## src/rtl/ctrl_pkg.sv

```systemverilog
// Shared decode definitions for the pipelined MIPS front end: opcode/funct
// encodings, ALU operation codes, the control bundle and the decode-stage FSM states.
package ctrl_pkg;

    localparam logic [5:0] OP_RTYPE = 6'h00;
    localparam logic [5:0] OP_J     = 6'h02;
    localparam logic [5:0] OP_JAL   = 6'h03;
    localparam logic [5:0] OP_BEQ   = 6'h04;
    localparam logic [5:0] OP_BNE   = 6'h05;
    localparam logic [5:0] OP_ADDI  = 6'h08;
    localparam logic [5:0] OP_ADDIU = 6'h09;
    localparam logic [5:0] OP_SLTI  = 6'h0a;
    localparam logic [5:0] OP_SLTIU = 6'h0b;
    localparam logic [5:0] OP_ANDI  = 6'h0c;
    localparam logic [5:0] OP_ORI   = 6'h0d;
    localparam logic [5:0] OP_XORI  = 6'h0e;
    localparam logic [5:0] OP_LUI   = 6'h0f;
    localparam logic [5:0] OP_COP0  = 6'h10;
    localparam logic [5:0] OP_LW    = 6'h23;
    localparam logic [5:0] OP_SW    = 6'h2b;

    localparam logic [5:0] F_SLL  = 6'h00;
    localparam logic [5:0] F_SRL  = 6'h02;
    localparam logic [5:0] F_SRA  = 6'h03;
    localparam logic [5:0] F_JR   = 6'h08;
    localparam logic [5:0] F_JALR = 6'h09;
    localparam logic [5:0] F_ERET = 6'h18;
    localparam logic [5:0] F_ADD  = 6'h20;
    localparam logic [5:0] F_ADDU = 6'h21;
    localparam logic [5:0] F_SUB  = 6'h22;
    localparam logic [5:0] F_SUBU = 6'h23;
    localparam logic [5:0] F_AND  = 6'h24;
    localparam logic [5:0] F_OR   = 6'h25;
    localparam logic [5:0] F_XOR  = 6'h26;
    localparam logic [5:0] F_NOR  = 6'h27;
    localparam logic [5:0] F_SLT  = 6'h2a;
    localparam logic [5:0] F_SLTU = 6'h2b;

    localparam int ALU_W = 4;
    localparam logic [ALU_W-1:0] ALU_AND  = 4'd0;
    localparam logic [ALU_W-1:0] ALU_OR   = 4'd1;
    localparam logic [ALU_W-1:0] ALU_ADD  = 4'd2;
    localparam logic [ALU_W-1:0] ALU_XOR  = 4'd3;
    localparam logic [ALU_W-1:0] ALU_NOR  = 4'd4;
    localparam logic [ALU_W-1:0] ALU_SRL  = 4'd5;
    localparam logic [ALU_W-1:0] ALU_SUB  = 4'd6;
    localparam logic [ALU_W-1:0] ALU_SLT  = 4'd7;
    localparam logic [ALU_W-1:0] ALU_SLL  = 4'd8;
    localparam logic [ALU_W-1:0] ALU_SRA  = 4'd9;
    localparam logic [ALU_W-1:0] ALU_SLTU = 4'd10;

    typedef struct packed {
        logic             jump;
        logic             jal;
        logic             jr;
        logic             beq;
        logic             bne;
        logic             lui;
        logic             rtype;
        logic             reg_we;
        logic             mem_w;
        logic             load;
        logic             rfe;
        logic             illegal;
        logic             trap;
        logic [ALU_W-1:0] alu_op;
    } ctrl_t;

    localparam ctrl_t CTRL_NONE = '0;

    typedef struct packed {
        logic [4:0]  rs;
        logic [4:0]  rt;
        logic [4:0]  rd;
        logic [4:0]  shamt;
        logic [15:0] imm16;
    } inst_fields_t;

    typedef enum logic [0:0] {
        ST_RUN    = 1'b0,
        ST_BUBBLE = 1'b1
    } stage_state_t;

endpackage

```

## src/rtl/inst_decode_comb.sv

```systemverilog
// Stateless instruction-to-control-bundle decoder, plus field extraction and
// the register read set used by hazard detection.
module inst_decode_comb
    import ctrl_pkg::*;
(
    input  logic [31:0]  inst,
    output ctrl_t        ctrl,
    output inst_fields_t fields,
    output logic         reads_rs,
    output logic         reads_rt
);

    logic [5:0] op_s;
    logic [5:0] funct_s;
    ctrl_t      ctrl_s;
    logic       rd_rs_s;
    logic       rd_rt_s;

    assign op_s    = inst[31:26];
    assign funct_s = inst[5:0];

    assign fields = '{rs: inst[25:21], rt: inst[20:16], rd: inst[15:11],
                      shamt: inst[10:6], imm16: inst[15:0]};

    // Opcode/funct decode; unknown encodings collapse to a clean illegal bundle.
    always_comb begin
        ctrl_s  = CTRL_NONE;
        rd_rs_s = 1'b1;
        rd_rt_s = 1'b0;
        case (op_s)
            OP_RTYPE: begin
                rd_rt_s       = 1'b1;
                ctrl_s.rtype  = 1'b1;
                ctrl_s.reg_we = 1'b1;
                case (funct_s)
                    F_ADD, F_ADDU: ctrl_s.alu_op = ALU_ADD;
                    F_SUB, F_SUBU: ctrl_s.alu_op = ALU_SUB;
                    F_AND:         ctrl_s.alu_op = ALU_AND;
                    F_OR:          ctrl_s.alu_op = ALU_OR;
                    F_XOR:         ctrl_s.alu_op = ALU_XOR;
                    F_NOR:         ctrl_s.alu_op = ALU_NOR;
                    F_SLT:         ctrl_s.alu_op = ALU_SLT;
                    F_SLTU:        ctrl_s.alu_op = ALU_SLTU;
                    F_SLL:         ctrl_s.alu_op = ALU_SLL;
                    F_SRL:         ctrl_s.alu_op = ALU_SRL;
                    F_SRA:         ctrl_s.alu_op = ALU_SRA;
                    F_JR: begin
                        ctrl_s.jr     = 1'b1;
                        ctrl_s.reg_we = 1'b0;
                    end
                    F_JALR: begin
                        ctrl_s.jr    = 1'b1;
                        ctrl_s.jal   = 1'b1;
                        ctrl_s.rtype = 1'b0;
                    end
                    default: begin
                        ctrl_s         = CTRL_NONE;
                        ctrl_s.illegal = 1'b1;
                    end
                endcase
            end
            OP_LW: begin
                ctrl_s.alu_op = ALU_ADD;
                ctrl_s.reg_we = 1'b1;
                ctrl_s.load   = 1'b1;
            end
            OP_SW: begin
                rd_rt_s       = 1'b1;
                ctrl_s.alu_op = ALU_ADD;
                ctrl_s.mem_w  = 1'b1;
            end
            OP_BEQ: begin
                rd_rt_s       = 1'b1;
                ctrl_s.alu_op = ALU_SUB;
                ctrl_s.beq    = 1'b1;
            end
            OP_BNE: begin
                rd_rt_s       = 1'b1;
                ctrl_s.alu_op = ALU_SUB;
                ctrl_s.bne    = 1'b1;
            end
            OP_ADDI, OP_ADDIU: begin
                ctrl_s.alu_op = ALU_ADD;
                ctrl_s.reg_we = 1'b1;
            end
            OP_SLTI: begin
                ctrl_s.alu_op = ALU_SLT;
                ctrl_s.reg_we = 1'b1;
            end
            OP_SLTIU: begin
                ctrl_s.alu_op = ALU_SLTU;
                ctrl_s.reg_we = 1'b1;
            end
            OP_ANDI: begin
                ctrl_s.alu_op = ALU_AND;
                ctrl_s.reg_we = 1'b1;
            end
            OP_ORI: begin
                ctrl_s.alu_op = ALU_OR;
                ctrl_s.reg_we = 1'b1;
            end
            OP_XORI: begin
                ctrl_s.alu_op = ALU_XOR;
                ctrl_s.reg_we = 1'b1;
            end
            OP_LUI: begin
                rd_rs_s       = 1'b0;
                ctrl_s.lui    = 1'b1;
                ctrl_s.reg_we = 1'b1;
            end
            OP_J: begin
                rd_rs_s     = 1'b0;
                ctrl_s.jump = 1'b1;
            end
            OP_JAL: begin
                rd_rs_s       = 1'b0;
                ctrl_s.jal    = 1'b1;
                ctrl_s.reg_we = 1'b1;
            end
            OP_COP0: begin
                if (funct_s == F_ERET) begin
                    ctrl_s.rfe = 1'b1;
                end else begin
                    ctrl_s.illegal = 1'b1;
                end
            end
            default: begin
                ctrl_s.illegal = 1'b1;
            end
        endcase
    end

    assign ctrl     = ctrl_s;
    assign reads_rs = rd_rs_s;
    assign reads_rt = rd_rt_s;

endmodule

```

## src/rtl/decode_stage_pipe.sv

```systemverilog
// Registered, handshaked decode stage: pipeline register, load-use bubble FSM,
// and interrupt-to-trap conversion gated by the pend/ie bits.
module decode_stage_pipe
    import ctrl_pkg::*;
#(
    parameter int AOPW = 4,
    parameter int PCW  = 32
) (
    input  logic            clk,
    input  logic            rst_n,
    input  logic            flush,
    input  logic            int_req,
    input  logic            in_valid,
    output logic            in_ready,
    input  logic [31:0]     in_inst,
    input  logic [PCW-1:0]  in_pc,
    output logic            out_valid,
    input  logic            out_ready,
    output logic [PCW-1:0]  out_pc,
    output logic [4:0]      out_rs,
    output logic [4:0]      out_rt,
    output logic [4:0]      out_rd,
    output logic [4:0]      out_shamt,
    output logic [15:0]     out_imm16,
    output logic            out_jump,
    output logic            out_jal,
    output logic            out_jr,
    output logic            out_beq,
    output logic            out_bne,
    output logic            out_lui,
    output logic            out_rtype,
    output logic            out_reg_we,
    output logic            out_mem_w,
    output logic            out_load,
    output logic            out_rfe,
    output logic            out_illegal,
    output logic            out_trap,
    output logic [AOPW-1:0] out_alu_op
);

    ctrl_t        dec_s;
    ctrl_t        issue_s;
    inst_fields_t fld_s;
    logic         rd_rs_s;
    logic         rd_rt_s;

    stage_state_t state_r;
    stage_state_t state_nxt_s;
    logic         valid_r;
    ctrl_t        ctl_r;
    inst_fields_t fld_r;
    logic [PCW-1:0] pc_r;
    logic         pend_r;
    logic         ie_r;

    logic hazard_s;
    logic accept_s;
    logic xfer_s;

    inst_decode_comb u_dec (
        .inst     (in_inst),
        .ctrl     (dec_s),
        .fields   (fld_s),
        .reads_rs (rd_rs_s),
        .reads_rt (rd_rt_s)
    );

    // A held load whose destination the incoming instruction reads must retire first.
    assign hazard_s = valid_r && ctl_r.load && (fld_r.rt != 5'd0) &&
                      ((rd_rs_s && (fld_s.rs == fld_r.rt)) ||
                       (rd_rt_s && (fld_s.rt == fld_r.rt)));

    assign in_ready = !flush && (state_r == ST_RUN) && !hazard_s && (!valid_r || out_ready);
    assign accept_s = in_valid && in_ready;
    assign xfer_s   = valid_r && out_ready;

    // A pending interrupt replaces the accepted instruction's bundle with a bare trap.
    always_comb begin
        issue_s = dec_s;
        if (pend_r) begin
            issue_s      = CTRL_NONE;
            issue_s.trap = 1'b1;
        end else begin
            issue_s = dec_s;
        end
    end

    // Next-state logic: the bubble is entered when the blocking load leaves the stage.
    always_comb begin
        state_nxt_s = state_r;
        case (state_r)
            ST_RUN: begin
                if (!flush && hazard_s && xfer_s && in_valid) begin
                    state_nxt_s = ST_BUBBLE;
                end else begin
                    state_nxt_s = ST_RUN;
                end
            end
            ST_BUBBLE: state_nxt_s = ST_RUN;
            default:   state_nxt_s = ST_RUN;
        endcase
    end

    // FSM state register.
    always_ff @(posedge clk or negedge rst_n) begin
        if (!rst_n) begin
            state_r <= ST_RUN;
        end else begin
            state_r <= state_nxt_s;
        end
    end

    // Pipeline register: loads only on acceptance, flush drops the held entry.
    always_ff @(posedge clk or negedge rst_n) begin
        if (!rst_n) begin
            valid_r <= 1'b0;
            ctl_r   <= CTRL_NONE;
            fld_r   <= '0;
            pc_r    <= '0;
        end else if (flush) begin
            valid_r <= 1'b0;
        end else if (accept_s) begin
            valid_r <= 1'b1;
            ctl_r   <= issue_s;
            fld_r   <= fld_s;
            pc_r    <= in_pc;
        end else if (xfer_s) begin
            valid_r <= 1'b0;
        end else begin
            valid_r <= valid_r;
        end
    end

    // Interrupt latch and enable; the trapping acceptance takes precedence over new requests.
    always_ff @(posedge clk or negedge rst_n) begin
        if (!rst_n) begin
            pend_r <= 1'b0;
            ie_r   <= 1'b1;
        end else if (accept_s && pend_r) begin
            pend_r <= 1'b0;
            ie_r   <= 1'b0;
        end else begin
            if (int_req && ie_r) begin
                pend_r <= 1'b1;
            end
            if (xfer_s && ctl_r.rfe) begin
                ie_r <= 1'b1;
            end
        end
    end

    assign out_valid   = valid_r;
    assign out_pc      = pc_r;
    assign out_rs      = fld_r.rs;
    assign out_rt      = fld_r.rt;
    assign out_rd      = fld_r.rd;
    assign out_shamt   = fld_r.shamt;
    assign out_imm16   = fld_r.imm16;
    assign out_jump    = ctl_r.jump;
    assign out_jal     = ctl_r.jal;
    assign out_jr      = ctl_r.jr;
    assign out_beq     = ctl_r.beq;
    assign out_bne     = ctl_r.bne;
    assign out_lui     = ctl_r.lui;
    assign out_rtype   = ctl_r.rtype;
    assign out_reg_we  = ctl_r.reg_we;
    assign out_mem_w   = ctl_r.mem_w;
    assign out_load    = ctl_r.load;
    assign out_rfe     = ctl_r.rfe;
    assign out_illegal = ctl_r.illegal;
    assign out_trap    = ctl_r.trap;
    assign out_alu_op  = AOPW'(ctl_r.alu_op);

endmodule

```

## config.mk

```make
export PLATFORM = sky130hd
export DESIGN_NAME = decode_stage_pipe
export DESIGN_NICKNAME = d
export VERILOG_FILES = /design/src/rtl/ctrl_pkg.sv /design/src/rtl/inst_decode_comb.sv /design/src/rtl/decode_stage_pipe.sv
export SDC_FILE = /design/constraint.sdc
export NUM_CORES = 1
export LEC_CHECK = 0
export ABC_AREA = 0
export ABC_CLOCK_PERIOD_IN_PS = 2170
export CELL_PAD_IN_SITES_DETAIL_PLACEMENT = 0
export CELL_PAD_IN_SITES_GLOBAL_PLACEMENT = 1
export CORE_AREA = 2 2 111 113
export DETAILED_ROUTE_END_ITERATION = 12
export DIE_AREA = 0 0 113 115
export HOLD_SLACK_MARGIN = 0.1
export PLACE_DENSITY = 0.81
export SYNTH_ARGS = -nofsm -noshare
export SYNTH_HDL_FRONTEND = slang
export SYNTH_SLANG_ARGS = --single-unit
```

## constraint.sdc

```tcl
create_clock -name clk -period 2.17 [get_ports clk]
set_input_delay 0.217 -clock clk [delete_from_list [all_inputs] [get_ports clk]]
set_output_delay 0.217 -clock clk [all_outputs]
set_load 0.01 [all_outputs]
```

==> flow_summary_export.csv, run 1 <==
group,metric,value,unit
critical_path,path_class,"register to register",
floorplan,core,0.01181,mm^2
finish,n_antenna_cell,0,
sta,tightest_slew,0.5615,ns
place,dp.cells,622,
sta,worst_slack,-0.09500,ns
cts,root_buffer,"clkbuf_16",
job,max_cap_violations,0,
yosys,async_flop_share,100.0,%
run_status,violations,"design-rule violations, negative setup slack",
detailed_routing,ant_nets,0,
critical_path,crit_fanout,7,
yosys,ys_seq_area_share,51.52,%
detailed_routing,post_drt_via_cell_ratio,4.870,
pwr,p_seq_share,35.6,%
sta,fin_crit_sh,104.4,%
pwr,combinationalPowerShare,29.6,%
pwr,powerDensity,759.1,mW/mm^2
finish,fin_cells,656,
sta,clock.fmax,441.5,MHz
global_route,overflow,0,
yosys,synth_top_flop_cell,"dfrtp_1",
floorplan,die_w,113,um
yosys,netlist_instances,307,
pwr,switching_share,24.59,%
yosys,synth_area_per_cell,12.51,um^2
pwr,p_leak,0.003093,uW
pwr,power,5096,uW
global_route,track_usage,16.93,%
place,gp_congestion,0.9093,
yosys,syn_nets,377,
place,postPlaceCellArea,0.005753,mm^2
sta,rsz0062_at_grt,"yes",
cts,cts_sinks,79,
global_route,grt_max_degree,42,
floorplan,initial_utilization,32.51,%
floorplan,die_area,0.01300,mm^2
sta,relSlewSlack,62.57,%
detailed_routing,post-route-drc-count,6,
floorplan,pin_count,157,
cts,cts_buffer_depth,2,
place,dpl_worst_slack,-0.3100,ns
yosys,yosysWarnings,0,
pwr,p_sw,1253,uW
place,place_hpwl,7417,um
cts,htree_levels,3,
detailed_routing,num_vias,3195,
critical_path,startpoint_type,"register",
cts,cts_inserted_buffers,9,
pwr,peakVddDrop,0.0004635,V
pwr,pwr-share-clk,34.8,%
pwr,p_int,3843,uW
critical_path,required,2.39,ns
finish,area_growth,74.85,%
finish,nets,575,
sta,hold_viol_final,0,
yosys,ys_ff_latch,79,
critical_path,worstSetupEndpointType,"register",
finish,fillers,1000,
place,io_buffers,156,
hold_path,holdCritPathClass,"primary input to async pin",
cts,insertion_delay,0.34,ns
sta,setup_viol_count_final,74,
floorplan,die_h,115,um
sta,drv_slew,0,
yosys,synth_edf_count,0,
sta,fin_crit,2.265,ns
global_route,grt_first_pass_wirelength,17240,um
run_status,status,"finished with violations",
global_route,antenna_found_initial,0,
finish,final_design_area_no_fill,0.006714,mm^2
detailed_routing,first_pass_iters,8,
critical_path,cp.arrival,2.48,ns
yosys,syn_area,0.003840,mm^2
yosys,yosysUniqueCellTypes,42,
finish,layout-drive-gt1-share,30.06,%
global_route,grt_pass1_vias,3407,
detailed_routing,routed_wirelength,11780,um
detailed_routing,routedWlPerCell,17.95,um
cts,cts_tree,"built",
detailed_routing,drtIter0Drc,124,
cts,clk_pin_slew,0.06,ns
floorplan,row_count,40,
sta,clock_skew,0.006510,ns
==> metal layers <==
layer	vias up	track usage [%]	share of wire, %
li1	1493	-	-
met5	-	0	0
met3	14	5.219	6.8
met1	1566	20.56	44
met2	122	28.02	48
met4	0	7.236	1.4
==> flip-flops by register name (all words and copies together), names as in the netlist, 4 cells and up <==
signal / count
out_imm16: 7
out_rt: 5
out_rs: 5
out_alu_op: 4
out_shamt: 4
out_pc: 32
out_rd: 5
==> logic make-up after synthesis <==
group,share of synthesized area [%]
AO/OA/AOI/OAI,6.061
XOR/XNOR,2.509
buffers and inverters,5.278
flip-flops,51.52
multiplexers,24.37
AND/OR/NAND/NOR,10.26
==> final timing paths <==
path	from	endpoint	slack, ns	cells past startpoint
min in group clk	in_valid	state_r	0.45	3
min reg2reg	out_pc[7]	out_pc[7]	0.51	1
max reg2reg	out_rt[3]	out_pc[16]	-0.09	7
min	rst_n	out_bne	0.42	2
max	out_rt[3]	out_pc[16]	-0.09	7
max in group asynchronous	rst_n	out_pc[27]	1.14	3
==> worst max-delay path, stage by stage, from the launching register on <==
cell and delay (ns):
dfrtp_1 0.44, xnor2_1 0.22, nand4_1 0.11, or3_4 0.42
o211ai_4 0.27, buf_12 0.20, clkbuf_16 0.18, mux2_4 0.30
==> power by group through the flow <==
stage	clock (uW)	combinational [uW]	sequential [uW]
floorplan	0	447	1920
global placement	0	1290	1810
detailed placement	0	1310	1820
global route	1880	1610	1840
finish	1770	1510	1810
CTS	1830	1370	1800
==> cells in the final DEF (no fill, tap or decap), types with 5 or more instances in the layout <==
cell type / instances
buf_16: 5
inv_1: 9
mux2_4: 72
mux2i_1: 5
nor2b_1: 5
xor2_1: 7
clkbuf_16: 15
clkdlybuf4s50_1: 152
dfrtp_1: 78
nand4_1: 6
nand2_1: 9
nand2b_1: 8
nand3_1: 5
nor2_1: 12
buf_4: 37
nor3_1: 7
a21oi_1: 5
==> area by class of cell <==
cell class	instances	area, um^2	share of cell area (%)
tap	147	183.9	2.739
multi-input combinational	192	1893	28.20
clock inverter	3	90.09	1.342
clock buffer	12	256.5	3.820
inverter	9	33.78	0.5032
timing repair buffer	214	2278	33.94
sequential	79	1978	29.46
==> per-stage QoR <==
stage / hold WS [ns] / util [%] / setup TNS, ns
floorplan: -0.07859 / - / 0
global placement: 0.2297 / 48.71 / -18.62
detailed placement: 0.2439 / 48.71 / -20.28
CTS: 0.4213 / 53.24 / -1.181
global route: 0.4657 / 56.84 / -12.89
finish: 0.4153 / 56.84 / -4.529
==> timing repair <==
item | in CTS | in global routing
buffers inserted | 4 | 2
setup endpoints to repair | 73 | 76
gates cloned | 4 | 8
resized for setup | 19 | 61
pin swaps | 2 | 9
hold buffers | 1 | 0
endpoints found under the hold margin | 39 | 0
==> cells in the mapped netlist, types with 2 or more instances <==
cell / n / area (um^2)
nor4b_1: 2 / 17.52
and3_1: 3 / 18.77
a21o_1: 3 / 22.52
mux2i_1: 5 / 50.05
nand2_1: 10 / 37.54
nor4_1: 4 / 25.02
mux2_4: 20 / 300.3
nand3_1: 5 / 25.02
o211ai_1: 2 / 15.01
o21ai_0: 5 / 25.02
dfrtp_1: 78 / 1952
or3_1: 5 / 31.28
buf_4: 10 / 75.07
o2bb2ai_1: 2 / 17.52
inv_1: 9 / 33.78
xnor2_1: 4 / 35.03
nand4_1: 6 / 37.54
a211oi_1: 4 / 30.03
nor2_1: 12 / 45.04
nor3_1: 7 / 35.03
mux2_2: 52 / 585.6
a211o_1: 2 / 17.52
a21oi_1: 5 / 25.02
a31oi_1: 2 / 12.51
xor2_1: 7 / 61.31
clkbuf_1: 8 / 30.03
nor2b_1: 5 / 31.28
buf_6: 3 / 33.78
buf_2: 6 / 30.03
nand2b_1: 8 / 50.05
nor3b_1: 2 / 15.01
Note: power is estimated with default switching activity, not from simulation.
==> run 2, diff against run 1 <==
- ABC_CLOCK_PERIOD_IN_PS: 2170 -> default
- SLEW_MARGIN: default -> 25
==> results of run 2 <==
No change in the layout: final DEF, timing and power equal those of run 1.
==> run 3, diff against run 2 <==
- clock period: 2.17 -> 2.5 ns (I/O delays scaled with it)
==> run 3 against run 2 <==
The flow finishes with violations (design-rule violations). Critical path depth is 1 lower. Non-clock buffer count shrank 27. Largest power group unchanged. Core utilization down 6.1 points. Clock skew decreased by 0.00060 ns. Clock power shrank 27%.
==> flow_summary_export.csv, run 3 (same netlist as run 1, synthesis figures left out) <==
group,metric,value,unit
run_status,status,"finished with violations",
run_status,violations,"design-rule violations",
global_route,antenna_found_initial,0,
finish,multiInputGateArea,0.001677,mm^2
sta,clock.fmax,436.4,MHz
job,max_cap_violations,0,
critical_path,worstSetupEndpointType,"output port",
cts,clk_pin_slew,0.06,ns
detailed_routing,num_vias,3046,
finish,final-seq-area,0.001978,mm^2
detailed_routing,routedWlPerCell,15.78,um
detailed_routing,post_drt_via_cell_ratio,4.835,
floorplan,die_area,0.01300,mm^2
cts,cts_tree,"built",
sta,relSlewSlack,64.18,%
global_route,grt_first_pass_wirelength,16330,um
critical_path,startpoint_type,"register",
floorplan,pin_count,157,
cts,htree_levels,3,
place,place_hpwl,7371,um
finish,fillers,1091,
sta,fin_crit_sh,91.66,%
sta,setup_viol_count_final,0,
sta,tns,0,ns
cts,insertion_delay,0.33,ns
global_route,grt_max_degree,43,
place,postPlaceCellArea,0.005685,mm^2
detailed_routing,first_pass_iters,8,
pwr,peakVddDrop,0.0003958,V
finish,final_common_cell,"clkdlybuf4s50_1",
critical_path,path_class,"register to output port",
detailed_routing,post-route-drc-count,6,
finish,nets,548,
sta,holdWs,0.4346,ns
floorplan,initial_utilization,32.51,%
global_route,track_usage,15.79,%
finish,layout-drive-gt1-share,25.67,%
critical_path,required,2.25,ns
cts,cts_setup_buffers,0,
finish,final_design_area_no_fill,0.005989,mm^2
cts,cts_inserted_buffers,9,
detailed_routing,routed_wirelength,9943,um
finish,largest_reg_flops,32,
hold_path,holdCritPathClass,"primary input to async pin",
sta,rsz0062_at_grt,"no",
finish,n_antenna_cell,0,
global_route,overflow,0,
finish,final_core_util,50.71,%
place,io_buffers,156,
sta,fin_crit,2.291,ns
detailed_routing,ant_nets,0,
finish,area_growth,55.98,%
floorplan,core,0.01181,mm^2
pwr,powerDensity,660.8,mW/mm^2
finish,final_cell_mix,"clkdlybuf4s50_1, dfrtp_1, mux2_2, buf_4, mux2_4",
floorplan,die_h,115,um
cts,cts_sinks,79,
cts,root_buffer,"clkbuf_16",
sta,tightest_slew,0.5372,ns
sta,drv_slew,0,
pwr,p_leak,0.002575,uW
place,gp_congestion,0.8360,
cts,cts_buffer_depth,2,
detailed_routing,drtIter0Drc,151,
floorplan,row_count,40,
sta,clock_skew,0.005910,ns
floorplan,die_w,113,um
global_route,grt_pass1_vias,3258,
critical_path,crit_fanout,2,
sta,hold_viol_final,0,
critical_path,cp.arrival,2.04,ns
## run 3: area by class of cell
| type | instances | area share (%) |
|---|---|---|
| clock inverters | 6 | 1.024 |
| inverters | 9 | 0.5640 |
| multi-input cells | 192 | 27.99 |
| clock buffers | 10 | 3.823 |
| flip-flops and latches | 79 | 33.03 |
| repair buffers | 187 | 30.50 |
| well taps | 147 | 3.071 |
## run 3: critical path, stage by stage, from the launching register on
cell	delay [ns]
dfrtp_1	0.37
or3_1	0.38
o311a_1	0.33
nand4_1	0.10
o21ai_1	0.10
nor4_1	0.25
buf_2	0.17
## run 3: power breakdown
part | internal, uW | switching, uW
clock | 770 | 516
sequential | 1460 | 107
combinational | 702 | 407
## run 3: timing repair
action	4_1_cts	5_1_grt
pin swaps	0	1
endpoints found under the setup margin	1	1
hold endpoints to repair	39	0
cloned	0	0
gates resized for setup	1	7
hold buffers	1	0
## run 3: path summary, 6_finish.rpt
path                                 from           end  slack, ns  cells past startpoint
max in group asynchronous           rst_n          ie_r       1.43                      3
min in group clk                 in_valid       state_r       0.49                      3
worst max-delay path            out_rt[0]      in_ready       0.21                      6
worst max register to register  out_rt[1]  out_shamt[2]       0.23                      7
worst min-delay path                rst_n       out_bne       0.43                      2
worst min register to register  out_pc[7]     out_pc[7]       0.50                      1
## run 3: metal layers
layer  GRT usage [%]  up-vias  routed length (um)
met5               0        -                   0
met4           6.748        0                 201
met3           5.535       17                 812
met2           24.91      119                4628
met1           19.79     1484                4301
li1                -     1426                   -
## run 3: through the flow
| stage | power, uW | cells | worst slack (ns) |
|---|---|---|---|
| 2_1_floorplan | 2056 | 307 | 0.4412 |
| 3_3_place_gp | 2682 | 613 | -0.07934 |
| 3_5_place_dp | 2702 | 613 | -0.1240 |
| 4_1_cts | 4019 | 630 | 0.02970 |
| 5_1_grt | 4169 | 630 | 0.04028 |
| 6_report | 3958 | 630 | 0.2085 |
